**config.mk**
```make
export PLATFORM = sky130hd
export DESIGN_NAME = video_timing_probe
export DESIGN_NICKNAME = d
export VERILOG_FILES = /design/src/rtl/video_timing_probe.sv
export SDC_FILE = /design/constraint.sdc
export NUM_CORES = 1
export LEC_CHECK = 0
export ABC_AREA = 1
export CAP_MARGIN = 20
export CORE_ASPECT_RATIO = 1.25
export CORE_MARGIN = 2
export CORE_UTILIZATION = 49
export CTS_CLUSTER_SIZE = 28
export DETAILED_ROUTE_END_ITERATION = 8
export GPL_TIMING_DRIVEN = 1
export PLACE_DENSITY = 0.84
export SYNTH_ARGS = -nofsm -noshare
export SYNTH_HDL_FRONTEND = slang
export SYNTH_SLANG_ARGS = --single-unit
```
**constraint.sdc**
```tcl
create_clock -name clk -period 1.9 [get_ports clk]
set_input_delay 0.38 -clock clk [delete_from_list [all_inputs] [get_ports clk]]
set_output_delay 0.38 -clock clk [all_outputs]
set_load 0.01 [all_outputs]
```
**src/rtl/video_timing_probe.sv**
```systemverilog
// video_timing_probe: measures incoming VDP timing (active pixels per line,
// lines per frame, line period, interlace state), declares the resolution
// stable after a run of identical frames, filters spurious HSync edges,
// regenerates a fixed-width HSync and produces DE- or window-based blanking.
module video_timing_probe #(
  parameter int CW            = 13,
  parameter int HW            = 10,
  parameter int VW            = 10,
  parameter int HS_PULSE      = 504,
  parameter int HS_GAP_MIN    = 4096,
  parameter int STABLE_FRAMES = 2
) (
  input  logic          clk,
  input  logic          reset,
  input  logic          ce_pix,
  input  logic          hs_in,
  input  logic          vs_in,
  input  logic          de_h,
  input  logic          de_v,
  input  logic          field,
  input  logic          border_en,
  input  logic [CW-1:0] hbl_start,
  input  logic [CW-1:0] hbl_end,
  input  logic [VW-1:0] vbl_start,
  input  logic [VW-1:0] vbl_end,
  output logic          hs_out,
  output logic          hbl,
  output logic          vbl,
  output logic [HW-1:0] line_pix,
  output logic [VW-1:0] frame_lines,
  output logic [CW-1:0] line_clks,
  output logic          f1,
  output logic          interlace,
  output logic          res_valid,
  output logic          res_changed
);

  localparam int MW = (STABLE_FRAMES > 1) ? $clog2(STABLE_FRAMES) : 1;
  localparam logic [MW-1:0] MATCH_MAX = MW'(STABLE_FRAMES - 1);
  localparam logic [CW:0]   GAP_MIN   = (CW + 1)'(HS_GAP_MIN);
  localparam logic [CW-1:0] HS_END    = CW'(HS_PULSE - 1);

  typedef enum logic {ARM, RUN} state_t;

  function automatic logic [CW-1:0] sat_inc_c(input logic [CW-1:0] v);
    return (&v) ? v : v + 1'b1;
  endfunction

  function automatic logic [HW-1:0] sat_inc_h(input logic [HW-1:0] v);
    return (&v) ? v : v + 1'b1;
  endfunction

  function automatic logic [VW-1:0] sat_inc_v(input logic [VW-1:0] v);
    return (&v) ? v : v + 1'b1;
  endfunction

  logic          hs_p0, vs_p0;
  logic          hs_fall, vs_fall, accept;
  logic [CW-1:0] hcnt;
  logic [HW-1:0] pcnt, pmax, pmax_acc;
  logic [VW-1:0] lcnt, lcnt_acc;
  logic          have_latch, same_res;
  logic [MW-1:0] match, match_nx;
  state_t        state, state_next;
  logic          frame_clr, do_latch;

  // Edge detection; idle level of both syncs is high so no edge follows reset
  always_ff @(posedge clk) begin
    if (reset) begin
      hs_p0 <= 1'b1;
      vs_p0 <= 1'b1;
    end else begin
      hs_p0 <= hs_in;
      vs_p0 <= vs_in;
    end
  end

  assign hs_fall = hs_p0 & ~hs_in;
  assign vs_fall = vs_p0 & ~vs_in;
  // Double pulses in the blanking gap are ignored; inside active video every edge counts
  assign accept  = hs_fall & (({1'b0, hcnt} >= GAP_MIN) | de_v);

  // Values as they stand after an accept in this clk, so a line ending together with VSync is included
  assign pmax_acc = accept ? ((pcnt > pmax) ? pcnt : pmax) : pmax;
  assign lcnt_acc = accept ? sat_inc_v(lcnt) : lcnt;

  // Line timer, line period measurement and regenerated HSync
  always_ff @(posedge clk) begin
    if (reset) begin
      hcnt      <= '0;
      line_clks <= '0;
      hs_out    <= 1'b1;
    end else if (accept) begin
      line_clks <= sat_inc_c(hcnt);
      hcnt      <= '0;
      hs_out    <= 1'b0;
    end else begin
      hcnt <= sat_inc_c(hcnt);
      if (hcnt == HS_END) hs_out <= 1'b1;
    end
  end

  // Pixel and line counters; a VSync edge restarts the per-frame accumulators
  always_ff @(posedge clk) begin
    if (reset) begin
      pcnt <= '0;
      pmax <= '0;
      lcnt <= '0;
    end else begin
      if (accept)               pcnt <= '0;
      else if (ce_pix && de_h)  pcnt <= sat_inc_h(pcnt);
      if (frame_clr) begin
        pmax <= '0;
        lcnt <= '0;
      end else begin
        pmax <= pmax_acc;
        lcnt <= lcnt_acc;
      end
    end
  end

  // Frame state register
  always_ff @(posedge clk) begin
    if (reset) state <= ARM;
    else       state <= state_next;
  end

  // Frame next-state: the first VSync after reset only aligns to a frame start
  always_comb begin
    state_next = state;
    if (state == ARM && vs_fall) state_next = RUN;
  end

  // Frame outputs: clear on every VSync, latch only once aligned
  always_comb begin
    frame_clr = vs_fall;
    do_latch  = 1'b0;
    if (state == RUN && vs_fall) do_latch = 1'b1;
  end

  // Stability tracking against the previously latched resolution
  always_comb begin
    same_res = have_latch && ({pmax_acc, lcnt_acc} == {line_pix, frame_lines});
    match_nx = '0;
    if (same_res) match_nx = (match == MATCH_MAX) ? match : match + 1'b1;
  end

  // Frame measurement latch, field state and resolution validity
  always_ff @(posedge clk) begin
    if (reset) begin
      frame_lines <= '0;
      line_pix    <= '0;
      f1          <= 1'b0;
      interlace   <= 1'b0;
      have_latch  <= 1'b0;
      match       <= '0;
      res_valid   <= 1'b0;
      res_changed <= 1'b0;
    end else begin
      res_changed <= 1'b0;
      if (do_latch) begin
        frame_lines <= lcnt_acc;
        line_pix    <= pmax_acc;
        f1          <= field;
        interlace   <= f1 ^ field;
        have_latch  <= 1'b1;
        match       <= match_nx;
        res_valid   <= (match_nx == MATCH_MAX);
        res_changed <= res_valid & ~same_res;
      end
    end
  end

  // Registered blanking; an inverted window (start > end) blanks everything
  always_ff @(posedge clk) begin
    if (reset) begin
      hbl <= 1'b1;
      vbl <= 1'b1;
    end else begin
      hbl <= border_en ? ~((hcnt >= hbl_start) && (hcnt <= hbl_end)) : ~de_h;
      vbl <= border_en ? ~((lcnt >= vbl_start) && (lcnt <= vbl_end)) : ~de_v;
    end
  end

endmodule
```
==> reports/qor.csv <==
stage,metric,value,unit
run_status,run_status,finished with violations,
run_status,violations,setup timing,
die,die_area,12060,um^2
worst_setup_path,crit_fanout,6,
cts,cts.clk_slew.worst_paths,0.06,ns
cts,clock-sinks,87,
worst_setup_path,critPathLaunchType,register,
global_routing,grt_pass1_wl,27930,um
power,vdd_ir_drop_max,450.1,uV
synth,synth_area_per_cell,6.891,um^2
power,clock_power_share,36.6,%
die,io_pins,95,
worst_hold_path,worstHoldPathType,reg2reg,
drt,vias,6356,
drt,wl_per_cell,17.03,um
finish,syn_to_final_growth,53.58,%
finish,antenna_cells,0,
synth,synth_area_leaders,"dfxtp_1 32%, ha_1 13%, nand2_1 12%",
drt,finalWirelength,19380,um
sta,tightest_slew,0.5142,ns
worst_setup_path,path_class,reg2reg,
global_routing,grt_use_total,28.60,%
finish,final_area,8424,um^2
synth,yosysWarnings,0,
finish,fin_util,76.38,%
power,combPwrFrac,25.9,%
worst_setup_path,required,2.14,ns
cts,numCtsBuffers,9,
synth,ys_top_cells_by_count,"176 x nand2_1, 143 x inv_1, 87 x dfxtp_1, 75 x nor2_1, 59 x ha_1",
worst_setup_path,critPathCaptureType,register,
power,seqPwrFrac,37.6,%
drt,firstDrtPassIters,6,
power,power_leakage,3.933,nW
worst_setup_path,critPathTopFamily,simple AND/OR/NAND/NOR gates,
worst_setup_path,worstSetupPathDepth,19,
power,totalPowerFinal,5.173,mW
worst_setup_path,cp_cell_sequence,inv_4 > ha_4 > nand2_4 > inv_1 > nand2_2 > nand2_2 > nand2_2 > nand3_4 > nand2_4 > buf_6 > nand2_1 > nand3_1 > nand2_1 > nor2_1 > nand2_1 > nor2_1 > nand3_1 > nand2_1 > nor2_1,
worst_hold_path,whs_path_depth,2,
cts,root_buffer,clkbuf_16,
power,p_sw,1.498,mW
worst_setup_path,cp_slowest_cell,dfxtp_2,
sta,slew_headroom,65.68,%
flow_run,maxCapViolCount,0,
synth,async_flop_share,0,%
global_routing,grt_pass1_vias,6096,
cts,cts_tree,built,
finish,drive_gt1_share,27.62,%
worst_setup_path,worst-path-buf-inv,3,
global_routing,grt_max_degree,22,
synth,synth-main-ff-cell,dfxtp_1,
sta,worst_slack,-0.4209,ns
sta,max_freq,430.9,MHz
cts,clockBufferDepth,2,
sta,finalMaxSlewViolations,0,
placement,dp_slack,-0.5288,ns
synth,synth_top_cell_by_area,dfxtp_1,
drt,ant_nets,0,
synth,synth_top_area_share,31.75,%
cts,cts_max_level,3,
placement,dpl_cell_area,7350,um^2
die,start_util,49.73,%
finish,num-nets-final,1112,
power,sw_frac_of_total,28.95,%
sta,fin_crit,2.321,ns
sta,finalSetupViolCount,15,
die,rows,43,
die,die_h,122.3,um
sta,fin_crit_sh,122.2,%
worst_setup_path,cpMostUsedCell,nand2_1,
synth,ys_seq_area_share,31.75,%
placement,gp_congestion,0.9695,
synth,synth_cell_types,42,
sta,skew,0.004847,ns
synth,synth_area,5485,um^2
worst_setup_path,reg2reg_depth,19,
synth,synth.most_common_cell,nand2_1,
synth,synth_edf_count,0,
placement,io_buffer_count,94,
drt,vias_per_cell,5.585,
cts,clkLatencyLatePin,0.34,ns
synth,netlist_instances,796,
power,p_int,3.675,mW
worst_setup_path,cpPeakStageDelay,0.35,ns
drt,drcViolationCount,0,
power,powerDensity,614.1,nW/um^2
sta,rsz0062_at_grt,yes,
worst_setup_path,worstPathArrival,2.56,ns
global_routing,overflow,0,
drt,drt_iter0_markers,494,
die,die_w,98.64,um
synth,synthesis.nets,910,
placement,dp_hpwl,11830,um
sta,hold_violations,0,
sta,final.setup.tns,-1.798,ns
global_routing,antenna_found_initial,0,
die,core_area,11030,um^2
synth,synth_seq_cells,87,
## final timing paths
kind | start | endpoint | slack [ns]
worst min-delay path | line_clks[1] | line_clks[1] | 0.47
worst min register to register | line_clks[1] | line_clks[1] | 0.47
worst max-delay path | pmax[4] | res_changed | -0.42
worst max register to register | pmax[4] | res_changed | -0.42
## cells by family after synthesis
family / share of synthesized area (%)
flip-flops: 31.75
buffers and inverters: 11.75
multiplexers: 0.1825
AO/OA/AOI/OAI: 11.86
adder cells (fa/ha/maj): 13.46
AND/OR/NAND/NOR: 27.85
XOR/XNOR: 3.148
## cell usage in the layout (no fill, tap or decap), types with 11 or more instances in the layout
cell type        netlist  final
a21oi_1               49     44
ha_1                  59     43
o21ai_0               42     32
o211ai_1              13     13
nor2_1                75     65
nand2_1              176    145
dfxtp_1               87     67
buf_4                  2     99
inv_2                  4     17
nand3_1               53     36
dfxtp_2                0     18
nand3_2                1     13
nand2_2                2     25
inv_1                143    127
nand2_4                3     11
clkdlybuf4s50_1        0     93
ha_4                   0     16
## state kept, by name, summed over array words and instances (netlist names), 10 cells and up
register / flops
line_pix: 10
pcnt: 10
line_clks: 13
frame_lines: 10
pmax: 10
hcnt: 13
lcnt: 10
## final cells by class
type / instances / area, um^2
flip-flops and latches: 87 / 1772
multi-input cells: 545 / 3715
repair buffers: 207 / 1887
clock inverters: 6 / 85.08
well taps: 135 / 168.9
fillers: 663 / 2605
inverters: 148 / 568.0
clock buffers: 10 / 229.0
## timing repair
action,4_1_cts,5_1_grt
setup buffers,8,7
gates cloned,3,0
endpoints found under the hold margin,0,0
endpoints found under the setup margin,21,41
gates resized for setup,65,97
pin swaps,38,41
hold buffers,0,0
## metrics by stage
| step | cells | hold WS [ns] |
|---|---|---|
| final | 1138 | 0.4680 |
| after global routing | 1138 | 0.4946 |
| after CTS | 1131 | 0.4627 |
| after detailed placement | 1104 | 0.4495 |
| after global placement | 1104 | 0.4421 |
| after floorplan | 796 | 0.4362 |
## metal layers
layer / track usage [%] / part of all wire [%]
met1: 31.92 / 37
met2: 52.47 / 50
met3: 4.727 / 7.5
met4: 14.13 / 5.6
met5: 0 / 0
## power groups by stage
stage               Combinational, mW  Clock, mW  Sequential, mW
global route                     1.43       1.97            1.95
global placement                0.997          0            1.97
finish                           1.34       1.89            1.94
floorplan                       0.527          0            1.98
detailed placement               1.02          0            1.97
CTS                              1.17       1.87            1.94
## worst register-to-register path: stages, from the launching register on
cell and delay [ns]:
dfxtp_2 0.35, inv_4 0.06, ha_4 0.22, nand2_4 0.08, inv_1 0.06, nand2_2 0.08, nand2_2 0.07, nand2_2 0.10
nand3_4 0.15, nand2_4 0.16, buf_6 0.15, nand2_1 0.06, nand3_1 0.07, nand2_1 0.09, nor2_1 0.12, nand2_1 0.06
nor2_1 0.10, nand3_1 0.13, nand2_1 0.09, nor2_1 0.04
No activity file was read; power rests on OpenSTA's default activity.
